## src/rtl/wac_adc_serial_rx.sv

```systemverilog
// AD7476-class serial ADC reader: CS_N/SCLK framing, 16-bit frame -> 12-bit sample with one-cycle ready.
// Latency CLK_DIV*33+QUIET_CYCLES from cs_n fall to ready; no backpressure, start is ignored while a frame runs.
module wac_adc_serial_rx #(
  parameter int unsigned CLK_DIV      = 2,
  parameter int unsigned QUIET_CYCLES = 3
) (
  input  logic        clk,
  input  logic        rst,
  input  logic        start,
  input  logic        mode_cont,
  input  logic        adc_sdata,
  output logic        adc_cs_n,
  output logic        adc_sclk,
  output logic [11:0] data_out,
  output logic        ready,
  output logic        busy
);

  typedef enum logic [2:0] {
    S_IDLE,
    S_CS_SETUP,
    S_SHIFT,
    S_QUIET,
    S_DONE
  } state_t;

  localparam logic [7:0] DIV_M1   = 8'(CLK_DIV - 1);
  localparam logic [7:0] QUIET_M1 = 8'(QUIET_CYCLES - 1);

  state_t      state_q;
  logic [7:0]  cnt_q;
  logic [4:0]  edge_q;
  // Only the last 12 bits survive a 16-bit frame, so the 4 leading bits fall off the top.
  logic [11:0] shift_q;
  logic        cs_n_q;
  logic        sclk_q;
  logic [11:0] data_q;
  logic        ready_q;
  logic        busy_q;

  always_ff @(posedge clk) begin
    if (rst) begin
      state_q <= S_IDLE;
      cnt_q   <= '0;
      edge_q  <= '0;
      shift_q <= '0;
      cs_n_q  <= 1'b1;
      sclk_q  <= 1'b1;
      data_q  <= '0;
      ready_q <= 1'b0;
      busy_q  <= 1'b0;
    end else begin
      ready_q <= 1'b0;
      case (state_q)
        S_IDLE: begin
          if (start) begin
            state_q <= S_CS_SETUP;
            cs_n_q  <= 1'b0;
            busy_q  <= 1'b1;
            cnt_q   <= '0;
          end
        end
        S_CS_SETUP: begin
          if (cnt_q == DIV_M1) begin
            state_q <= S_SHIFT;
            cnt_q   <= '0;
            edge_q  <= '0;
          end else begin
            cnt_q <= cnt_q + 8'd1;
          end
        end
        S_SHIFT: begin
          if (cnt_q == DIV_M1) begin
            cnt_q  <= '0;
            sclk_q <= ~sclk_q;
            // Sample on the clk edge that drives sclk 0->1; the 16th such edge closes the frame.
            if (!sclk_q) begin
              shift_q <= {shift_q[10:0], adc_sdata};
              edge_q  <= edge_q + 5'd1;
              if (edge_q == 5'd15) begin
                state_q <= S_QUIET;
                cs_n_q  <= 1'b1;
              end
            end
          end else begin
            cnt_q <= cnt_q + 8'd1;
          end
        end
        S_QUIET: begin
          if (cnt_q == QUIET_M1) begin
            state_q <= S_DONE;
            cnt_q   <= '0;
            ready_q <= 1'b1;
            data_q  <= shift_q;
          end else begin
            cnt_q <= cnt_q + 8'd1;
          end
        end
        S_DONE: begin
          cnt_q <= '0;
          if (mode_cont || start) begin
            state_q <= S_CS_SETUP;
            cs_n_q  <= 1'b0;
          end else begin
            state_q <= S_IDLE;
            busy_q  <= 1'b0;
          end
        end
        default: begin
          state_q <= S_IDLE;
          cs_n_q  <= 1'b1;
          sclk_q  <= 1'b1;
          busy_q  <= 1'b0;
        end
      endcase
    end
  end

  assign adc_cs_n = cs_n_q;
  assign adc_sclk = sclk_q;
  assign data_out = data_q;
  assign ready    = ready_q;
  assign busy     = busy_q;

endmodule

```

## config.mk

```make
export PLATFORM = sky130hd
export DESIGN_NAME = wac_adc_serial_rx
export DESIGN_NICKNAME = d
export VERILOG_FILES = /design/src/rtl/wac_adc_serial_rx.sv
export SDC_FILE = /design/constraint.sdc
export NUM_CORES = 1
export LEC_CHECK = 0
export CORE_AREA = 2 2 67 69
export DETAILED_ROUTE_END_ITERATION = 7
export DIE_AREA = 0 0 69 71
export GPL_TIMING_DRIVEN = 1
export PLACE_DENSITY_LB_ADDON = 0.25
export REMOVE_ABC_BUFFERS = 1
export SYNTH_ARGS = -nofsm -noshare
export SYNTH_HDL_FRONTEND = slang
export SYNTH_SLANG_ARGS = --single-unit
export TNS_END_PERCENT = 5
```

## constraint.sdc

```tcl
create_clock -name clk -period 3.8 [get_ports clk]
set_input_delay 0.76 -clock clk [delete_from_list [all_inputs] [get_ports clk]]
set_output_delay 0.76 -clock clk [all_outputs]
set_load 0.01 [all_outputs]
```

# Word-level counts from Yosys, hierarchy flattened
# Cells that the tools add are included.
[classes] n_bitwise=5 muxes=28 n_eq_ne=15 n_addsub=2 n_reduce_logical=17
[ops] cell="$pmux 8 s4" n=1
[ops] cell="$mux 8" n=3
[ops] cell="$mux 3" n=6
[ops] cell="$ne 2x2->1 const B" n=8
[ops] cell="$mux 5" n=3
[ops] cell="$pmux 3 s5" n=1
[ops] cell="$reduce_and 6->1" n=2
[ops] cell="$mux 1" n=10
[ops] cell="$pmux 5 s2" n=1
[ops] cell="$add 8x1->8 const B" n=1
[ops] cell="$eq 8x1->1 const B" n=1
[ops] cell="$eq 8x2->1 const B" n=1
[ops] cell="$eq 3x2->1 const B" n=2
[ops] cell="$reduce_and 2->1" n=3
[ops] cell="$reduce_and 3->1" n=2
[ops] cell="$reduce_or 2->1" n=3
[ops] cell="$add 5x1->5 const B" n=1
[ops] cell="$eq 5x4->1 const B" n=1
[ops] cell="$not 1->1" n=5
[ops] cell="$pmux 1 s4" n=1
[ops] cell="$reduce_and 4->1" n=1
[ops] cell="$reduce_bool 4->1" n=1
[ops] cell="$reduce_or 4->1" n=1
[ops] cell="$eq 3x1->1 const B" n=1
[ops] cell="7 further kinds" n=7
[word_totals] wordCells=76 output_inout_bits=16 ff_bits=44 inputBits=5

# Depth between registers and ports, before layout
# Gate-level depths: netlist of the first run.
[depth] depth_word=5 mapped_depth=7 ltp_nobuf=7

# Worst setup path after synthesis of the first run
# Ideal clock, no wire load.
[synth_path] kind="flip-flop to flip-flop" start="reg edge_q[0]" end="reg cs_n_q (netlist: adc_cs_n)" period_less_slack_ns=1.969 path_stages_with_launch=8 n_path_buf=0 t_arrival_ns=1.849 t_required_ns=3.680 path_slack_ns=1.831 setup_ns=0.120 cell_sequence="dfxtp_1 -> ha_1 -> and3_1 -> ha_1 -> and3b_1 -> a2111oi_1 -> nor3_1 -> a211o_1"
[synth_via] elab_chain_cells=3
[synth_rtl] item="start, declared" line="32" rtl="logic [4:0] edge_q;"
[synth_rtl] item="start signal, assigned" line="79" rtl="edge_q <= edge_q + 5'd1;"
[synth_rtl] item="$eq 5x4->1" line="80" rtl="if (edge_q == 5'd15) begin"
[synth_rtl] item="$ne 2x2->1 (no line)"
[synth_rtl] item="$reduce_and 6->1 (no line)"
[synth_rtl] item="end signal, assigned" line="82" rtl="cs_n_q <= 1'b1;"
[synth_rtl] item="end signal, assigned" line="103" rtl="cs_n_q <= 1'b0;"
[synth_rtl] item="end signal, assigned" line="111" rtl="cs_n_q <= 1'b1;"
[synth_rtl] item="end, declared" line="35" rtl="logic cs_n_q;"
# Every way passes these cells.
# A chain may end at the register's enable or synchronous reset.

# Worst setup path after layout of the first run
[layout_path] start="reg cnt_q[3]" end="reg cs_n_q (netlist: adc_cs_n)"
[layout_via] elab_chain_cells=3
[layout_rtl] item="start, declared" line="31" rtl="logic [7:0] cnt_q;"
[layout_rtl] item="start signal, assigned" line="69" rtl="cnt_q <= cnt_q + 8'd1;"
[layout_rtl] item="start signal, assigned" line="86" rtl="cnt_q <= cnt_q + 8'd1;"
[layout_rtl] item="start signal, assigned" line="96" rtl="cnt_q <= cnt_q + 8'd1;"
[layout_rtl] item="$eq 8x1->1" line="73" rtl="if (cnt_q == DIV_M1) begin"
[layout_rtl] item="$ne 2x2->1 (no line)"
[layout_rtl] item="$reduce_and 6->1 (no line)"
# Every way passes these cells.

==> flow_metrics.env, run 1 <==
export IMPL_async_flop_share_pct=0
export IMPL_hold_viol=0
export IMPL_wirelength_um=3760
export IMPL_synth_top_area_share_pct=43.6
export IMPL_p_switching_w=0.000335
export IMPL_drv_slew=0
export IMPL_grt_max_degree=37
export IMPL_synth_simple_area_share_pct=22.7
export IMPL_yosysWarnings=0
export IMPL_post_route_util_pct=56.0
export IMPL_synthMuxAreaShare_pct=12.4
export IMPL_tightest_slew_ns=0.757
export IMPL_rsz0062_at_grt="no"
export IMPL_rr_startpoint="cnt_q[3]$_SDFFE_PP0P_"
export IMPL_cp_max_fo=12
export IMPL_period_share_pct=59.2
export IMPL_ios=21
export IMPL_post_cts_buffers=0
export IMPL_synth_fa_ha_area_share_pct=3.10
export IMPL_clockPowerShare_pct=31.9
export IMPL_cts_root_buf="clkbuf_8"
export IMPL_numCtsBuffers=5
export IMPL_netlist_top_cells_area="dfxtp_1 44%, mux2i_1 12%, nor2_1 6.5%, ha_1 3.1%, nand2_1 2.6%"
export IMPL_holdPathStages=2
export IMPL_cap_viol_max_count=0
export IMPL_hold_ws_ns=0.484
export IMPL_final_cell_mix="44 x dfxtp_1, 35 x nor2_1, 25 x mux2i_1"
export IMPL_cp_start_kind="register"
export IMPL_synth_xor_area_share_pct=0.867
export IMPL_path_clk_slew_ns=0.08
export IMPL_crit_path_end_kind="register"
export IMPL_p_leak_nw=0.991
export IMPL_path_class="register to register"
export IMPL_ctsHoldBuffers=0
export IMPL_synth_area_um2=2020
export IMPL_start_util_pct=48.1
export IMPL_fin_skew_ns=0.00457
export IMPL_gr_usage_all_layers_pct=16.3
export IMPL_synth_distinct_cells=43
export IMPL_drive_gt1_share_pct=7.20
export IMPL_power_w=0.00111
export IMPL_p_comb_share_pct=20.2
export IMPL_status="complete, no violations"
export IMPL_hold_path_class="register to register"
export IMPL_synthFlopType="dfxtp_1"
export IMPL_synth_edff_count=0
export IMPL_viasPerCell=5.42
export IMPL_clock_sink_count=44
export IMPL_powerDensity_nw_per_um2=472
export IMPL_die_height_um=71
export IMPL_gp_congestion=0.761
export IMPL_synthCells=217
export IMPL_rr_worst_depth=4
export IMPL_first_global_vias=1399
export IMPL_ys_ff_latch=44
export IMPL_r2r_setup_slack_ns=1.55
export IMPL_synth_top_family_by_area="simple AND/OR/NAND/NOR gates"
export IMPL_synth_area_per_cell_um2=9.31
export IMPL_wl_per_cell_um=13.1
export IMPL_swShare_pct=30.1
export IMPL_dpl_hpwl_um=2520
export IMPL_h_tree_depth=2
export IMPL_cts_resized_gates=0
export IMPL_critPathArrivalTime_ns=2.44
export IMPL_slew_headroom_pct=49.1
export IMPL_min_from="edge_q[1]$_SDFFE_PP0P_"
export IMPL_clockBufferDepth=2
export IMPL_detail_route_antenna_nets=0
export IMPL_grt_pass1_wl_um=6440
export IMPL_cp_required_ns=3.99
export IMPL_dieWidth_um=69
export IMPL_io_buffers=20
export IMPL_synth_compound_area_share_pct=13.1
export IMPL_antenna_found_initial=0
export IMPL_vias=1561
export IMPL_ir_drop_uv=285
export IMPL_clkLatencyLatePin_ns=0.30
export IMPL_fmax_ghz=0.444
export IMPL_drc=0
export IMPL_final_common_cell="dfxtp_1"
export IMPL_dr_pass1_iters=4
export IMPL_syn_to_final_growth_pct=16.5
export IMPL_setup_ws_ns=1.55
export IMPL_worstReg2RegEnd="adc_cs_n$_SDFFE_PP1P_"
export IMPL_final_nets=245
export IMPL_hold_path_end="edge_q[1]$_SDFFE_PP0P_"
export IMPL_cts_tree="yes"
export IMPL_die_area_um2=4900
export IMPL_n_antenna_cell=0
export IMPL_nFillCells=394
export IMPL_yosys_area_top_type="dfxtp_1"
export IMPL_core_area_um2=4200
export IMPL_rows=24
export IMPL_drt_initial_drc_count=54
export IMPL_setup_viol=0
export IMPL_intPower_w=0.000778
export IMPL_seq_power_share_pct=47.9
export IMPL_finalCriticalPeriod_ns=2.25
export IMPL_dp_worst_setup_slack_ns=1.47
export IMPL_grt_overflow=0
export IMPL_seq_area_frac_synth_pct=43.6
export IMPL_finalSetupTns_ns=0
==> power by group through the flow <==
stage	combinational, W	sequential [W]	clock, W
2_1_floorplan	0.000156	0.000535	0
3_3_place_gp	0.000222	0.000543	0
3_5_place_dp	0.000223	0.000543	0
4_1_cts	0.000225	0.000532	0.000364
5_1_grt	0.000251	0.000539	0.000383
6_report	0.000225	0.000532	0.000355
==> Yosys cell counts, types with 2 or more instances <==
cell,n
dfxtp_1,44
nor2_1,35
mux2i_1,25
nand2_1,14
o21ai_0,9
a21oi_1,8
inv_1,8
nand4_1,8
nor3_1,6
ha_1,5
nand3_1,5
buf_2,4
clkbuf_1,4
nor2b_1,4
and3_1,3
o211ai_1,3
a211o_1,2
a2bb2oi_1,2
a41o_1,2
or3_1,2
xnor2_1,2
==> flip-flops by register name (all words and copies together), names as in the netlist <==
signal	count
shift_q	12
adc_cs_n	1
state_q	3
cnt_q	8
data_out	12
busy	1
adc_sclk	1
ready	1
edge_q	5
==> critical path, stage by stage, from the launching register on <==
cell and delay, ns:
dfxtp_1 0.38, nor4_4 0.72, a21oi_1 0.38, a211o_1 0.37, a211o_1 0.28
==> layout make-up <==
class	count	area, um^2	share of cell area (%)
clock buffers	5	68.8	2.92
flip-flops and latches	44	881	37.4
inverters	8	30.0	1.28
repair buffers	22	215	9.14
clock inverters	3	42.5	1.81
multi-input cells	154	1050	44.7
well taps	52	65.1	2.76
==> routing by layer <==
| layer | up-vias | track usage (%) | wire, um |
|---|---|---|---|
| met3 | 6 | 5.56 | 146 |
| met1 | 721 | 21.3 | 1880 |
| li1 | 815 | - | - |
| met4 | 0 | 5.88 | 56 |
| met5 | - | 0 | 0 |
| met2 | 19 | 25.1 | 1680 |
==> kinds of logic after synthesis <==
logic type | count (synthesis)
AND/OR/NAND/NOR | 86
flip-flops | 44
AO/OA/AOI/OAI | 36
multiplexers | 25
buffers and inverters | 19
adder cells (fa/ha/maj) | 5
XOR/XNOR | 2
==> worst max path at each step <==
| stage | startpoint | endpoint |
|---|---|---|
| 4_1_cts | cnt_q[3]$_SDFFE_PP0P_ | adc_cs_n$_SDFFE_PP1P_ |
| 3_5_place_dp | start | cnt_q[2]$_SDFFE_PP0P_ |
| 6_report | cnt_q[3]$_SDFFE_PP0P_ | adc_cs_n$_SDFFE_PP1P_ |
| 3_3_place_gp | start | cnt_q[2]$_SDFFE_PP0P_ |
| 5_1_grt | cnt_q[3]$_SDFFE_PP0P_ | adc_cs_n$_SDFFE_PP1P_ |
| 2_1_floorplan | cnt_q[3]$_SDFFE_PP0P_ | data_out[0]$_SDFFE_PP0P_ |
==> metrics by stage <==
| step | area (um^2) | instances |
|---|---|---|
| 2_1_floorplan | 1960 | 206 |
| 3_3_place_gp | 2240 | 280 |
| 3_5_place_dp | 2240 | 280 |
| 4_1_cts | 2350 | 288 |
| 5_1_grt | 2350 | 288 |
| 6_report | 2350 | 288 |
Note: power is estimated with default switching activity, not from simulation.
==> run 2, diff against run 1 <==
clock period = 1.98 ns   (was 3.8 ns; I/O delays follow)
==> flow_metrics.env, run 2 (synthesized netlist as in run 1, its figures left out) <==
export IMPL_n_antenna_cell=0
export IMPL_cts_root_buf="clkbuf_8"
export IMPL_status="complete, no violations"
export IMPL_grt_max_degree=20
export IMPL_dr_wl_met2_um=1890
export IMPL_ctsHoldBuffers=0
export IMPL_numCtsBuffers=5
export IMPL_crit_path_end_kind="register"
export IMPL_cts_resized_gates=0
export IMPL_hold_viol=0
export IMPL_post_cts_buffers=0
export IMPL_drc=0
export IMPL_start_util_pct=48.1
export IMPL_wl_met1_um=1920
export IMPL_cp_start_kind="register"
export IMPL_wl_met3_um=177
export IMPL_gp_congestion=0.837
export IMPL_viasPerCell=5.37
export IMPL_antenna_found_initial=0
export IMPL_ios=21
export IMPL_fmax_ghz=0.529
export IMPL_fin_skew_ns=0.00458
export IMPL_critPathTopFamily="compound AO/OA/AOI/OAI gates"
export IMPL_slowest_stage="dfxtp_1"
export IMPL_critPathArrivalTime_ns=2.08
export IMPL_final_common_cell="dfxtp_1"
export IMPL_h_tree_depth=2
export IMPL_ir_drop_uv=640
export IMPL_finalSetupTns_ns=0
export IMPL_setup_viol=0
export IMPL_placed_area_um2=2350
export IMPL_dr_pass1_iters=4
export IMPL_clkLatencyLatePin_ns=0.29
export IMPL_slew_headroom_pct=65.8
export IMPL_finalCriticalPeriod_ns=1.89
export IMPL_clockBufferDepth=2
export IMPL_first_global_vias=1508
export IMPL_io_buffers=20
export IMPL_nFillCells=388
export IMPL_drt_initial_drc_count=123
export IMPL_detail_route_antenna_nets=0
export IMPL_dieWidth_um=69
export IMPL_dpl_hpwl_um=2830
export IMPL_grt_overflow=0
export IMPL_wirelength_um=4040
export IMPL_rsz0062_at_grt="no"
export IMPL_grt_pass1_wl_um=6980
export IMPL_cp_max_fo=2
export IMPL_cap_viol_max_count=0
export IMPL_power_w=0.00229
export IMPL_cp_slowest_stage_delay_ns=0.34
export IMPL_vias=1621
export IMPL_drv_slew=0
export IMPL_hold_path_class="register to register"
export IMPL_tightest_slew_ns=0.512
export IMPL_wl_per_cell_um=13.4
export IMPL_cts_tree="yes"
export IMPL_crit_buf_inv=1
export IMPL_rows=24
export IMPL_syn_to_final_growth_pct=23.2
export IMPL_gr_usage_all_layers_pct=17.4
export IMPL_p_leak_nw=1.07
export IMPL_die_area_um2=4900
export IMPL_design_area_um2=2490
export IMPL_powerDensity_nw_per_um2=920
export IMPL_core_area_um2=4200
export IMPL_path_class="register to register"
export IMPL_cp_required_ns=2.17
export IMPL_top_layer="met4"
export IMPL_crit_chain="ha_1 > and3_1 > ha_1 > and3b_1 > a2111oi_4 > buf_4 > a211o_1 > a211o_1"
export IMPL_die_height_um=71
export IMPL_final_nets=259
export IMPL_clock_sink_count=44
export IMPL_path_clk_slew_ns=0.08
export IMPL_period_share_pct=95.5
export IMPL_drive_gt1_share_pct=13.2
export IMPL_final_cell_mix="43 x dfxtp_1, 35 x nor2_1, 25 x mux2i_1"
==> run 2: per-stage QoR <==
stage	instances	setup WS, ns	hold slack [ns]	util, %
final	302	0.0890	0.500	59.2
after global routing	302	0.00336	0.537	59.2
after CTS	302	0.0226	0.507	58.8
after detailed placement	294	0.0259	0.488	55.9
after global placement	294	0.0623	0.478	55.9
after floorplan	206	-0.0917	0.448	-
==> run 2: path summary, 6_finish.rpt <==
check                            from                        to  slack (ns)  cells past startpoint
max            edge_q[0]$_SDFFE_PP0P_     adc_cs_n$_SDFFE_PP1P_        0.09                      8
max reg2reg    edge_q[0]$_SDFFE_PP0P_     adc_cs_n$_SDFFE_PP1P_        0.09                      8
min          data_out[2]$_SDFFE_PP0P_  data_out[2]$_SDFFE_PP0P_        0.50                      2
min reg2reg  data_out[2]$_SDFFE_PP0P_  data_out[2]$_SDFFE_PP0P_        0.50                      2
==> run 2: area by class of cell <==
class                      count  area, um^2  share of cell area [%]
multi-input combinational    154        1070                    43.0
sequential                    44         882                    35.4
timing repair buffer          36         320                    12.9
clock buffer                   6        82.6                    3.32
tap                           52        65.1                    2.61
clock inverter                 2        38.8                    1.56
inverter                       8        30.0                    1.21
==> run 2: metal layers <==
metal / GRT usage [%] / vias up
li1: - / 832
met1: 22.4 / 753
met2: 28.2 / 29
met3: 4.56 / 7
met4: 6.54 / 0
met5: 0 / -
==> run 2: power breakdown <==
group	switching (W)	internal [W]
Sequential	0.0000955	0.000930
Combinational	0.000272	0.000269
Clock	0.000312	0.000413
==> run 2: worst min-delay path: cells and delay by family (launching register included) <==
family | cells | cell delay (ns)
DFF | 1 | 0.33
muxes | 1 | 0.07
and+or+nand+nor | 1 | 0.07
==> run 3, diff against run 2 <==
CAP_MARGIN = 20   (was default)
==> results of run 3 <==
The final DEF is identical to that of run 2; final timing and power are the same.
